**src/rtl/mau_pkg.sv**
```systemverilog
// mau_pkg: shared types and constants for the Math Accelerator Unit scheduler.
//   instr_t       - one received instruction {op, a1, a2, b1, b2}
//   alu_ctrl_t    - opcode flags latched when an instruction issues
//   sched_state_t - scheduler FSM states
package mau_pkg;

    localparam int ACC_EN_BIT    = 7;
    localparam int ACC_FLUSH_BIT = 6;
    localparam int RES_W         = 18;
    localparam int VAL_W         = RES_W + 1;

    typedef struct packed {
        logic [7:0] op;
        logic [7:0] a1;
        logic [7:0] a2;
        logic [7:0] b1;
        logic [7:0] b2;
    } instr_t;

    typedef struct packed {
        logic acc_en;
        logic acc_flush;
    } alu_ctrl_t;

    typedef enum logic [1:0] {
        IDLE = 2'd0,
        WAIT = 2'd1,
        EMIT = 2'd2
    } sched_state_t;

    // FLUSH only means anything together with ACC_EN, so it is masked here
    // and the FSM can test acc_flush on its own.
    function automatic alu_ctrl_t decode_flags(input logic [7:0] op);
        alu_ctrl_t c;
        c.acc_en    = op[ACC_EN_BIT];
        c.acc_flush = op[ACC_EN_BIT] & op[ACC_FLUSH_BIT];
        return c;
    endfunction

endpackage

```
**src/rtl/mau_instr_fifo.sv**
```systemverilog
// mau_instr_fifo: DEPTH x instr_t synchronous FIFO, asynchronous active-low reset.
//   push/wr_data - write request and data (ignored while full, even with a pop)
//   pop          - read request (ignored while empty)
//   rd_data      - head entry, valid while !empty
//   full/empty   - registered-count status flags
module mau_instr_fifo
    import mau_pkg::*;
#(
    parameter int DEPTH = 4
) (
    input  logic   clk,
    input  logic   rst_n,
    input  logic   push,
    input  instr_t wr_data,
    input  logic   pop,
    output instr_t rd_data,
    output logic   full,
    output logic   empty
);

    localparam int AW = $clog2(DEPTH);

    instr_t        mem_q [DEPTH];
    instr_t        mem_d [DEPTH];
    logic [AW-1:0] wr_ptr_q, wr_ptr_d;
    logic [AW-1:0] rd_ptr_q, rd_ptr_d;
    logic [AW:0]   count_q, count_d;
    logic          push_ok;
    logic          pop_ok;

    assign full    = (count_q == (AW+1)'(DEPTH));
    assign empty   = (count_q == '0);
    assign rd_data = mem_q[rd_ptr_q];

    // A full FIFO refuses the push even if a pop frees a slot this cycle,
    // which keeps in_ready a pure function of the count register.
    assign push_ok = push && !full;
    assign pop_ok  = pop && !empty;

    always_comb begin
        mem_d    = mem_q;
        wr_ptr_d = wr_ptr_q;
        rd_ptr_d = rd_ptr_q;
        count_d  = count_q;
        if (push_ok) begin
            mem_d[wr_ptr_q] = wr_data;
            wr_ptr_d        = wr_ptr_q + 1'b1;
        end
        if (pop_ok) begin
            rd_ptr_d = rd_ptr_q + 1'b1;
        end
        case ({push_ok, pop_ok})
            2'b10:   count_d = count_q + 1'b1;
            2'b01:   count_d = count_q - 1'b1;
            default: count_d = count_q;
        endcase
    end

    always_ff @(posedge clk or negedge rst_n) begin
        if (!rst_n) begin
            for (int i = 0; i < DEPTH; i++) begin
                mem_q[i] <= '0;
            end
            wr_ptr_q <= '0;
            rd_ptr_q <= '0;
            count_q  <= '0;
        end else begin
            mem_q    <= mem_d;
            wr_ptr_q <= wr_ptr_d;
            rd_ptr_q <= rd_ptr_d;
            count_q  <= count_d;
        end
    end

endmodule

```
**src/rtl/mau_sched.sv**
```systemverilog
// mau_sched: in-order instruction scheduler and accumulator controller.
// Buffers received instructions, issues one at a time to decode, waits for
// its ALU result, then forwards it to TX or folds it into the accumulator.
//   in_*   - RX instruction stream (valid/ready, five 8-bit fields)
//   dec_*  - issued instruction to decode (dec_op[7:6] forced to 0)
//   alu_*  - ALU result handshake (18-bit result + carry)
//   tx_*   - result to TX (18-bit data + carry / accumulator bit 18)
//   busy   - FIFO non-empty or FSM not idle
//   acc_ovf- sticky accumulator overflow, cleared when a flush beat completes
//
// state | meaning
// IDLE  | head of FIFO offered to decode; issue on handshake
// WAIT  | one instruction in flight, waiting for its ALU result
// EMIT  | out_q presented to TX until tx_ready
module mau_sched
    import mau_pkg::*;
#(
    parameter int DEPTH = 4,
    parameter int ACC_W = 19
) (
    input  logic        clk,
    input  logic        rst_n,
    input  logic        in_valid,
    output logic        in_ready,
    input  logic [7:0]  in_op,
    input  logic [7:0]  in_a1,
    input  logic [7:0]  in_a2,
    input  logic [7:0]  in_b1,
    input  logic [7:0]  in_b2,
    output logic        dec_valid,
    input  logic        dec_ready,
    output logic [7:0]  dec_op,
    output logic [7:0]  dec_a1,
    output logic [7:0]  dec_a2,
    output logic [7:0]  dec_b1,
    output logic [7:0]  dec_b2,
    input  logic        alu_valid,
    output logic        alu_ready,
    input  logic [17:0] alu_res,
    input  logic        alu_carry,
    output logic        tx_valid,
    input  logic        tx_ready,
    output logic [17:0] tx_data,
    output logic        tx_carry,
    output logic        busy,
    output logic        acc_ovf
);

    sched_state_t     state_q, state_d;
    alu_ctrl_t        ctrl_q, ctrl_d;
    logic [ACC_W-1:0] acc_q, acc_d;
    logic [VAL_W-1:0] out_q, out_d;
    logic             acc_ovf_q, acc_ovf_d;

    instr_t           wr_instr;
    instr_t           head;
    logic             fifo_full;
    logic             fifo_empty;
    logic             issue;

    logic [ACC_W-1:0] v_ext;
    logic [ACC_W:0]   sum;
    logic             ovf_set;
    logic             ovf_clr;

    assign wr_instr = '{op: in_op, a1: in_a1, a2: in_a2, b1: in_b1, b2: in_b2};

    mau_instr_fifo #(
        .DEPTH (DEPTH)
    ) u_fifo (
        .clk     (clk),
        .rst_n   (rst_n),
        .push    (in_valid),
        .wr_data (wr_instr),
        .pop     (issue),
        .rd_data (head),
        .full    (fifo_full),
        .empty   (fifo_empty)
    );

    assign in_ready  = !fifo_full;
    assign dec_valid = (state_q == IDLE) && !fifo_empty;
    assign issue     = dec_valid && dec_ready;

    // Flag bits are consumed here and never reach decode.
    assign dec_op = {2'b00, head.op[5:0]};
    assign dec_a1 = head.a1;
    assign dec_a2 = head.a2;
    assign dec_b1 = head.b1;
    assign dec_b2 = head.b2;

    assign alu_ready = (state_q == WAIT);
    assign tx_valid  = (state_q == EMIT);
    assign tx_data   = out_q[RES_W-1:0];
    assign tx_carry  = out_q[RES_W];
    assign busy      = !fifo_empty || (state_q != IDLE);
    assign acc_ovf   = acc_ovf_q;

    assign v_ext = ACC_W'({alu_carry, alu_res});
    assign sum   = {1'b0, acc_q} + {1'b0, v_ext};

    always_comb begin
        state_d = state_q;
        ctrl_d  = ctrl_q;
        acc_d   = acc_q;
        out_d   = out_q;
        ovf_set = 1'b0;
        ovf_clr = 1'b0;
        case (state_q)
            IDLE: begin
                if (issue) begin
                    ctrl_d  = decode_flags(head.op);
                    state_d = WAIT;
                end
            end
            WAIT: begin
                if (alu_valid) begin
                    if (!ctrl_q.acc_en) begin
                        out_d   = {alu_carry, alu_res};
                        state_d = EMIT;
                    end else begin
                        ovf_set = sum[ACC_W];
                        if (ctrl_q.acc_flush) begin
                            out_d   = sum[VAL_W-1:0];
                            acc_d   = '0;
                            state_d = EMIT;
                        end else begin
                            acc_d   = sum[ACC_W-1:0];
                            state_d = IDLE;
                        end
                    end
                end
            end
            EMIT: begin
                if (tx_ready) begin
                    ovf_clr = ctrl_q.acc_flush;
                    state_d = IDLE;
                end
            end
            default: begin
                state_d = IDLE;
            end
        endcase
        // A new overflow wins over a flush clear landing in the same cycle.
        if (ovf_set) begin
            acc_ovf_d = 1'b1;
        end else if (ovf_clr) begin
            acc_ovf_d = 1'b0;
        end else begin
            acc_ovf_d = acc_ovf_q;
        end
    end

    always_ff @(posedge clk or negedge rst_n) begin
        if (!rst_n) begin
            state_q   <= IDLE;
            ctrl_q    <= '0;
            acc_q     <= '0;
            out_q     <= '0;
            acc_ovf_q <= 1'b0;
        end else begin
            state_q   <= state_d;
            ctrl_q    <= ctrl_d;
            acc_q     <= acc_d;
            out_q     <= out_d;
            acc_ovf_q <= acc_ovf_d;
        end
    end

endmodule

```
**config.mk**
```make
export PLATFORM = sky130hd
export DESIGN_NAME = mau_sched
export DESIGN_NICKNAME = d
export VERILOG_FILES = /design/src/rtl/mau_pkg.sv /design/src/rtl/mau_instr_fifo.sv /design/src/rtl/mau_sched.sv
export SDC_FILE = /design/constraint.sdc
export NUM_CORES = 1
export LEC_CHECK = 0
export BUFFER_PORTS_ARGS = -buffer_cell sky130_fd_sc_hd__buf_4
export CAP_MARGIN = 20
export CORE_MARGIN = 2
export CORE_UTILIZATION = 53
export DETAILED_ROUTE_END_ITERATION = 16
export GPL_TIMING_DRIVEN = 0
export PLACE_DENSITY = 0.87
export SLEW_MARGIN = 5
export SYNTH_ARGS = -nofsm -noshare
export SYNTH_HDL_FRONTEND = slang
export SYNTH_HIERARCHICAL = 1
export SYNTH_SLANG_ARGS = --single-unit
```
**constraint.sdc**
```tcl
create_clock -name clk -period 2.3 [get_ports clk]
set_clock_uncertainty 0.15 [all_clocks]
set_input_delay 0.115 -clock clk [delete_from_list [all_inputs] [get_ports clk]]
set_output_delay 0.115 -clock clk [all_outputs]
set_load 0.01 [all_outputs]
```
# Yosys cells after proc, flatten, opt, wreduce, memory -nomap -nowiden
# Index checks and enable logic that the tools add are counted.
dict set report op_classes {
  addsub 5
  order_cmp 3
  eq_ne 9
  mux 23
  bitwise_logic 3
  n_reduce_logical 17
}
# operator count
set ops {}
lappend ops {{bitwise mux 160 bit} 1}
lappend ops {{two-way mux 40 bit} 3}
lappend ops {{binary-select mux 40 bit (select 2 bit)} 1}
lappend ops {{demux 40 bit (select 2 bit)} 1}
lappend ops {{two-way mux 19 bit} 3}
lappend ops {{adder 19 x 19 -> 20 bit} 1}
lappend ops {{two-way mux 2 bit} 5}
lappend ops {{AND reduction 3 bit} 3}
lappend ops {{two-way mux 1 bit} 7}
lappend ops {{>= comparator 3 bit (second input constant)} 2}
lappend ops {{NOT 2 -> 3 bit} 2}
lappend ops {{one-hot mux 2 bit (3 select lines)} 1}
lappend ops {{one-hot mux 3 bit (2 select lines)} 1}
lappend ops {{nonzero test 2 bit} 3}
lappend ops {{logical AND 1 bit} 5}
lappend ops {{adder 2 x 1 -> 2 bit (second input constant)} 2}
lappend ops {{== test 2 x 1 -> 1 bit (second input constant)} 2}
lappend ops {{== test 2 bit (second input constant)} 2}
lappend ops {{inequality test 2 x 1 -> 1 bit (second input constant)} 2}
lappend ops {{inequality test 2 bit (second input constant)} 2}
lappend ops {{adder 3 x 1 -> 3 bit (second input constant)} 1}
lappend ops {{== test 3 bit (second input constant)} 1}
lappend ops {{logical NOT 3 bit} 1}
lappend ops {{< comparator 3 x 1 -> 1 bit (second input constant)} 1}
lappend ops {{other kinds (6)} 7}
dict set report totals {
  ff_bits 210
  input_bits 65
  output_inout_bits 65
  wordCells 89
}

# Longest topological paths before layout
dict set report depth {
  depth_word 7
  mapped_depth 11
  mapped_depth_nobuf 11
}

# By module
# Netlist, hierarchy kept.
# mod instances cells_per_inst area_per_inst_um2 seq_area_each_um2
set by_module_without_submodules {}
lappend by_module_without_submodules {mau_instr_fifo 1 426 7358.3 4179.0}
lappend by_module_without_submodules {mau_sched 1 288 2711.4 1076.0}

# Worst setup path before layout
# OpenSTA, ideal clock, no wires.
dict set report synth_timing {
  path_kind {register to register}
  startpoint {register u_fifo.count_q[0]}
  endpoint {register u_fifo.count_q[2]}
  setup_ps 79
  arrival_time_ps 2233
  t_required_ps 2071
  setup_slack_ps -162
  stages_incl_launch_ff 12
  n_path_buf 0
  period_less_slack_ps 2462
  cell_sequence {dfrtp_1 > nor3_1 > nor3_1 > nand2_1 > inv_1 > o31a_1 > ha_1 > inv_1 > fa_1 > xor2_1 > nor2_1 > xor2_1}
}
dict set report synth_via {
  elab_chain_len 7
  elab_cells_between_ends 14
  classes_between {add/sub (2); eq/ne (3); mux (1); reduce/logical (8)}
}
# element line_no
set synth_rtl {}
lappend synth_rtl {{start: declaration} mau_instr_fifo.sv:27} ;# logic [AW:0] count_q, count_d;
lappend synth_rtl {{start signal: assignment} mau_instr_fifo.sv:71} ;# count_q <= count_d;
lappend synth_rtl {{logical NOT 3 bit (*)} mau_instr_fifo.sv:32} ;# assign empty = (count_q == '0);
lappend synth_rtl {{net fifo_empty} mau_sched.sv:58} ;# logic fifo_empty;
lappend synth_rtl {{logical NOT 1 bit (*)} mau_sched.sv:82} ;# assign dec_valid = (state_q == IDLE) && !fifo_empty;
lappend synth_rtl {{logical AND 1 bit (*)} mau_sched.sv:82}
lappend synth_rtl {{net dec_valid} mau_sched.sv:30} ;# output logic dec_valid,
lappend synth_rtl {{logical AND 1 bit (*)} mau_sched.sv:83} ;# assign issue = dec_valid && dec_ready;
lappend synth_rtl {{net issue} mau_sched.sv:59} ;# logic issue;
lappend synth_rtl {{logical AND 1 bit (*)} mau_instr_fifo.sv:38} ;# assign pop_ok = pop && !empty;
lappend synth_rtl {{net u_fifo.pop_ok} mau_instr_fifo.sv:29} ;# logic pop_ok;
lappend synth_rtl {{== test 2 x 1 -> 1 bit or == test 2 bit (tied branches)} mau_instr_fifo.sv:52} ;# case ({push_ok, pop_ok})
lappend synth_rtl {{one-hot mux 3 bit (2 select lines) or nonzero test 2 bit (tied branches)} --}
# Mark *: on every way through the listed nets, which the timed path passes. The rest lies on a longest branch.
# A chain may end at the register's enable or synchronous reset.

# Worst setup path in the final report
dict set report layout_timing {
  startpoint {register acc_q[9]}
  endpoint {register out_q[16]}
}
dict set report layout_via {
  elab_chain_len 3
}
# element line_no
set layout_rtl {}
lappend layout_rtl {{start: declaration} mau_sched.sv:51} ;# logic [ACC_W-1:0] acc_q, acc_d;
lappend layout_rtl {{start signal: assignment} mau_sched.sv:158} ;# acc_q <= '0;
lappend layout_rtl {{start signal: assignment} mau_sched.sv:164} ;# acc_q <= acc_d;
lappend layout_rtl {{adder 19 x 19 -> 20 bit} mau_sched.sv:100} ;# assign sum = {1'b0, acc_q} + {1'b0, v_ext};
lappend layout_rtl {{two-way mux 19 bit} mau_sched.sv:123} ;# if (ctrl_q.acc_flush) begin
lappend layout_rtl {{two-way mux 19 bit} mau_sched.sv:118} ;# if (!ctrl_q.acc_en) begin
lappend layout_rtl {{end signal: assignment} mau_sched.sv:165} ;# out_q <= out_d;
lappend layout_rtl {{end: declaration} mau_sched.sv:52} ;# logic [VAL_W-1:0] out_q, out_d;
# No other way between the ends. The select of a mux whose other input is x is not followed.

==> impl_metrics.env <==
export IMPL_status="complete, but fails checks"
export IMPL_violations="negative setup slack"
export IMPL_setup_ws_ps=-194
export IMPL_vias=6942
export IMPL_yosysMostFrequentCell="dfrtp_1"
export IMPL_p_per_area_nw_per_um2=1520
export IMPL_wire_per_inst_um=20.5
export IMPL_synth_edf_count=0
export IMPL_place_gp_congestion=0.835
export IMPL_slew_headroom_pct=45.8
export IMPL_fillCellCount=1144
export IMPL_tightest_slew_ps=813
export IMPL_grt_use_total_pct=24.4
export IMPL_synth_top_area_share_pct=52.2
export IMPL_rows=50
export IMPL_dp_slack_ps=-291
export IMPL_final_area_um2=13400
export IMPL_p_leak_nw=5.90
export IMPL_ys_async_sr_fraction_pct=100
export IMPL_die_area_um2=20100
export IMPL_synth_main_ff_cell="dfrtp_1"
export IMPL_intPower_mw=13.4
export IMPL_finalHoldViolations=0
export IMPL_drt_iter0_drc=292
export IMPL_cts_htree_levels=1
export IMPL_crit_fanout=6
export IMPL_die_y_um=142
export IMPL_p_total_mw=20.3
export IMPL_slew_viol_final=0
export IMPL_synth_distinct_cells=47
export IMPL_fin_setup_tns_ps=-1090
export IMPL_power_frac_seq_pct=32.6
export IMPL_grt_max_degree=114
export IMPL_start_kind="register"
export IMPL_synth_seq_cells=210
export IMPL_synth_area_leaders="dfrtp_1 52%, mux2_2 18%, mux4_2 8.9%"
export IMPL_p_comb_share_pct=48.9
export IMPL_die_w_um=142
export IMPL_min_path_type="primary input to register"
export IMPL_grt_overflow_total=0
export IMPL_clock_latency_ps=520
export IMPL_finalCritPeriodShare_pct=108
export IMPL_dp_final_hpwl_um=14700
export IMPL_via_per_inst=5.76
export IMPL_worstPathArrival_ps=2740
export IMPL_cts_root_buffer="clkbuf_16"
export IMPL_area_growth_pct=32.6
export IMPL_mappedNetlistArea_um2=10100
export IMPL_yosysTopAreaCell="dfrtp_1"
export IMPL_cts_buffer_depth=3
export IMPL_setup_violations=12
export IMPL_coreArea_um2=18700
export IMPL_seq_area_um2=5260
export IMPL_avgSynthCellArea_um2=14.1
export IMPL_grt_first_pass_wirelength_um=38700
export IMPL_multi_input_area_um2=4820
export IMPL_clockPowerShare_pct=18.5
export IMPL_start_util_pct=53.8
export IMPL_cts_sinks=210
export IMPL_rsz0062_at_grt="yes"
export IMPL_antenna_found_initial=0
export IMPL_clkTransAtPathRegs_ps=60
export IMPL_end_kind="register"
export IMPL_placed_area_um2=11400
export IMPL_fin_nets=1046
export IMPL_hold_ws_ps=14.0
export IMPL_port_buffers=127
export IMPL_antenna_cells=0
export IMPL_ys_seq_area_share_pct=52.2
export IMPL_fmax_mhz=401
export IMPL_firstDrtPassIters=5
export IMPL_io_pins=130
export IMPL_required_ps=2540
export IMPL_grt_pass1_vias=7514
export IMPL_tritoncts="built"
export IMPL_p_switching_mw=6.90
export IMPL_yosys_warnings=6
export IMPL_drive_gt1_share_pct=48.9
export IMPL_peakVddDrop_uv=901
export IMPL_drt_total_wl_um=24700
export IMPL_netSwitchingFraction_pct=34.1
export IMPL_min_period_ps=2490
export IMPL_cts_buffers=24
export IMPL_crit_type="register to register"
export IMPL_synth_common_cells="210 x dfrtp_1, 165 x mux2_2, 45 x nand2_1, 40 x mux4_2, 25 x o21ai_0"
export IMPL_syn_inst=714
export IMPL_drc_errors=0
export IMPL_cap_violations=0
export IMPL_antenna_left=0
[power groups by stage]
stage	combinational [mW]	clock (mW)	sequential (mW)
floorplan	6.01	0	6.34
global placement	8.54	0	6.45
detailed placement	8.77	0	6.56
CTS	9.51	3.81	6.53
global route	10.6	3.96	6.80
finish	9.91	3.75	6.59
[cell usage in the layout, fill, tap and decap left out, types with 4 or more instances in the layout]
cell type / count
a21o_1: 9
a21oi_1: 10
a21oi_2: 5
a22o_1: 10
buf_2: 4
buf_4: 151
buf_6: 16
buf_8: 4
clkbuf_1: 16
clkbuf_16: 24
clkbuf_8: 6
dfrtp_1: 209
dlygate4sd3_1: 65
ha_1: 12
ha_2: 4
ha_4: 8
inv_1: 14
mux2_2: 163
mux2i_1: 16
mux4_2: 40
nand2_1: 43
nand3_1: 4
nor2_1: 12
o21ai_0: 17
o21ai_1: 5
o31ai_1: 6
xnor2_1: 9
xnor2_2: 6
xor2_1: 7
[critical path, cell delays in order, from the launching register on]
cell and delay (ps):
dfrtp_1 430, ha_4 280, a21oi_4 170, nor2_2 80
a2111oi_4 320, buf_4 200, o221ai_4 120, xnor2_2 240
mux2i_1 110, mux2_4 270
[layout make-up]
| cell class | instances | area share, % |
|---|---|---|
| Timing Repair Buffer | 215 | 13.5 |
| Inverter | 16 | 0.450 |
| Multi-Input combinational cell | 449 | 36.1 |
| Buffer | 39 | 2.50 |
| Clock buffer | 36 | 5.28 |
| Tap cell | 234 | 2.19 |
| Sequential cell | 210 | 39.4 |
| Clock inverter | 7 | 0.590 |
[routing by layer]
layer / track usage [%] / wire (um)
met1: 30.5 / 9870
met2: 43.4 / 12900
met3: 4.42 / 1270
met4: 7.37 / 597
met5: 0 / 0
[path summary, 6_finish.rpt]
check                           start               end  slack, ps  cells past startpoint
setup / recovery             acc_q[9]         out_q[16]       -190                      9
hold reg to reg              out_q[6]          out_q[6]        330                      2
setup reg to reg             acc_q[9]         out_q[16]       -190                      9
min in group asynchronous       rst_n         out_q[12]         50                      2
hold / removal             alu_res[6]          acc_q[6]         10                      4
max in group asynchronous       rst_n  u_fifo/mem_q[47]        960                      3
[timing repair]
item                                   in CTS  in global routing
hold buffers                               65                  0
endpoints found under the hold margin     287                  0
pin swaps                                  25                 22
resized for setup                          53                 32
setup endpoints to repair                  55                 64
buffers inserted                           15                  7
[state kept, by name (all words and copies together), names as in the netlist]
name	flops
u_fifo/mem_q	160
acc_q	19
out_q	19
u_fifo/count_q	3
ctrl_q	2
state_q	2
u_fifo/rd_ptr_q	2
u_fifo/wr_ptr_q	2
acc_ovf	1
[kinds of logic (layout without fill, tap and decap cells)]
group | after synthesis | after routing | share of synthesized area [%]
AO/OA/AOI/OAI | 86 | 86 | 5.70
multiplexers | 221 | 221 | 29.0
buffers and inverters | 56 | 313 | 3.43
flip-flops | 210 | 210 | 52.2
AND/OR/NAND/NOR | 91 | 91 | 4.27
other | 1 | 2 | 0.0372
adder cells (fa/ha/maj) | 26 | 26 | 3.38
XOR/XNOR | 23 | 23 | 2.00
[through the flow]
step           std cells  util [%]
3_3_place_gp        1076      60.7
5_1_grt             1206      71.4
2_1_floorplan        715         -
4_1_cts             1199      70.3
6_report            1206      71.4
3_5_place_dp        1077      60.9
Note: power is estimated with default switching activity, not from simulation.
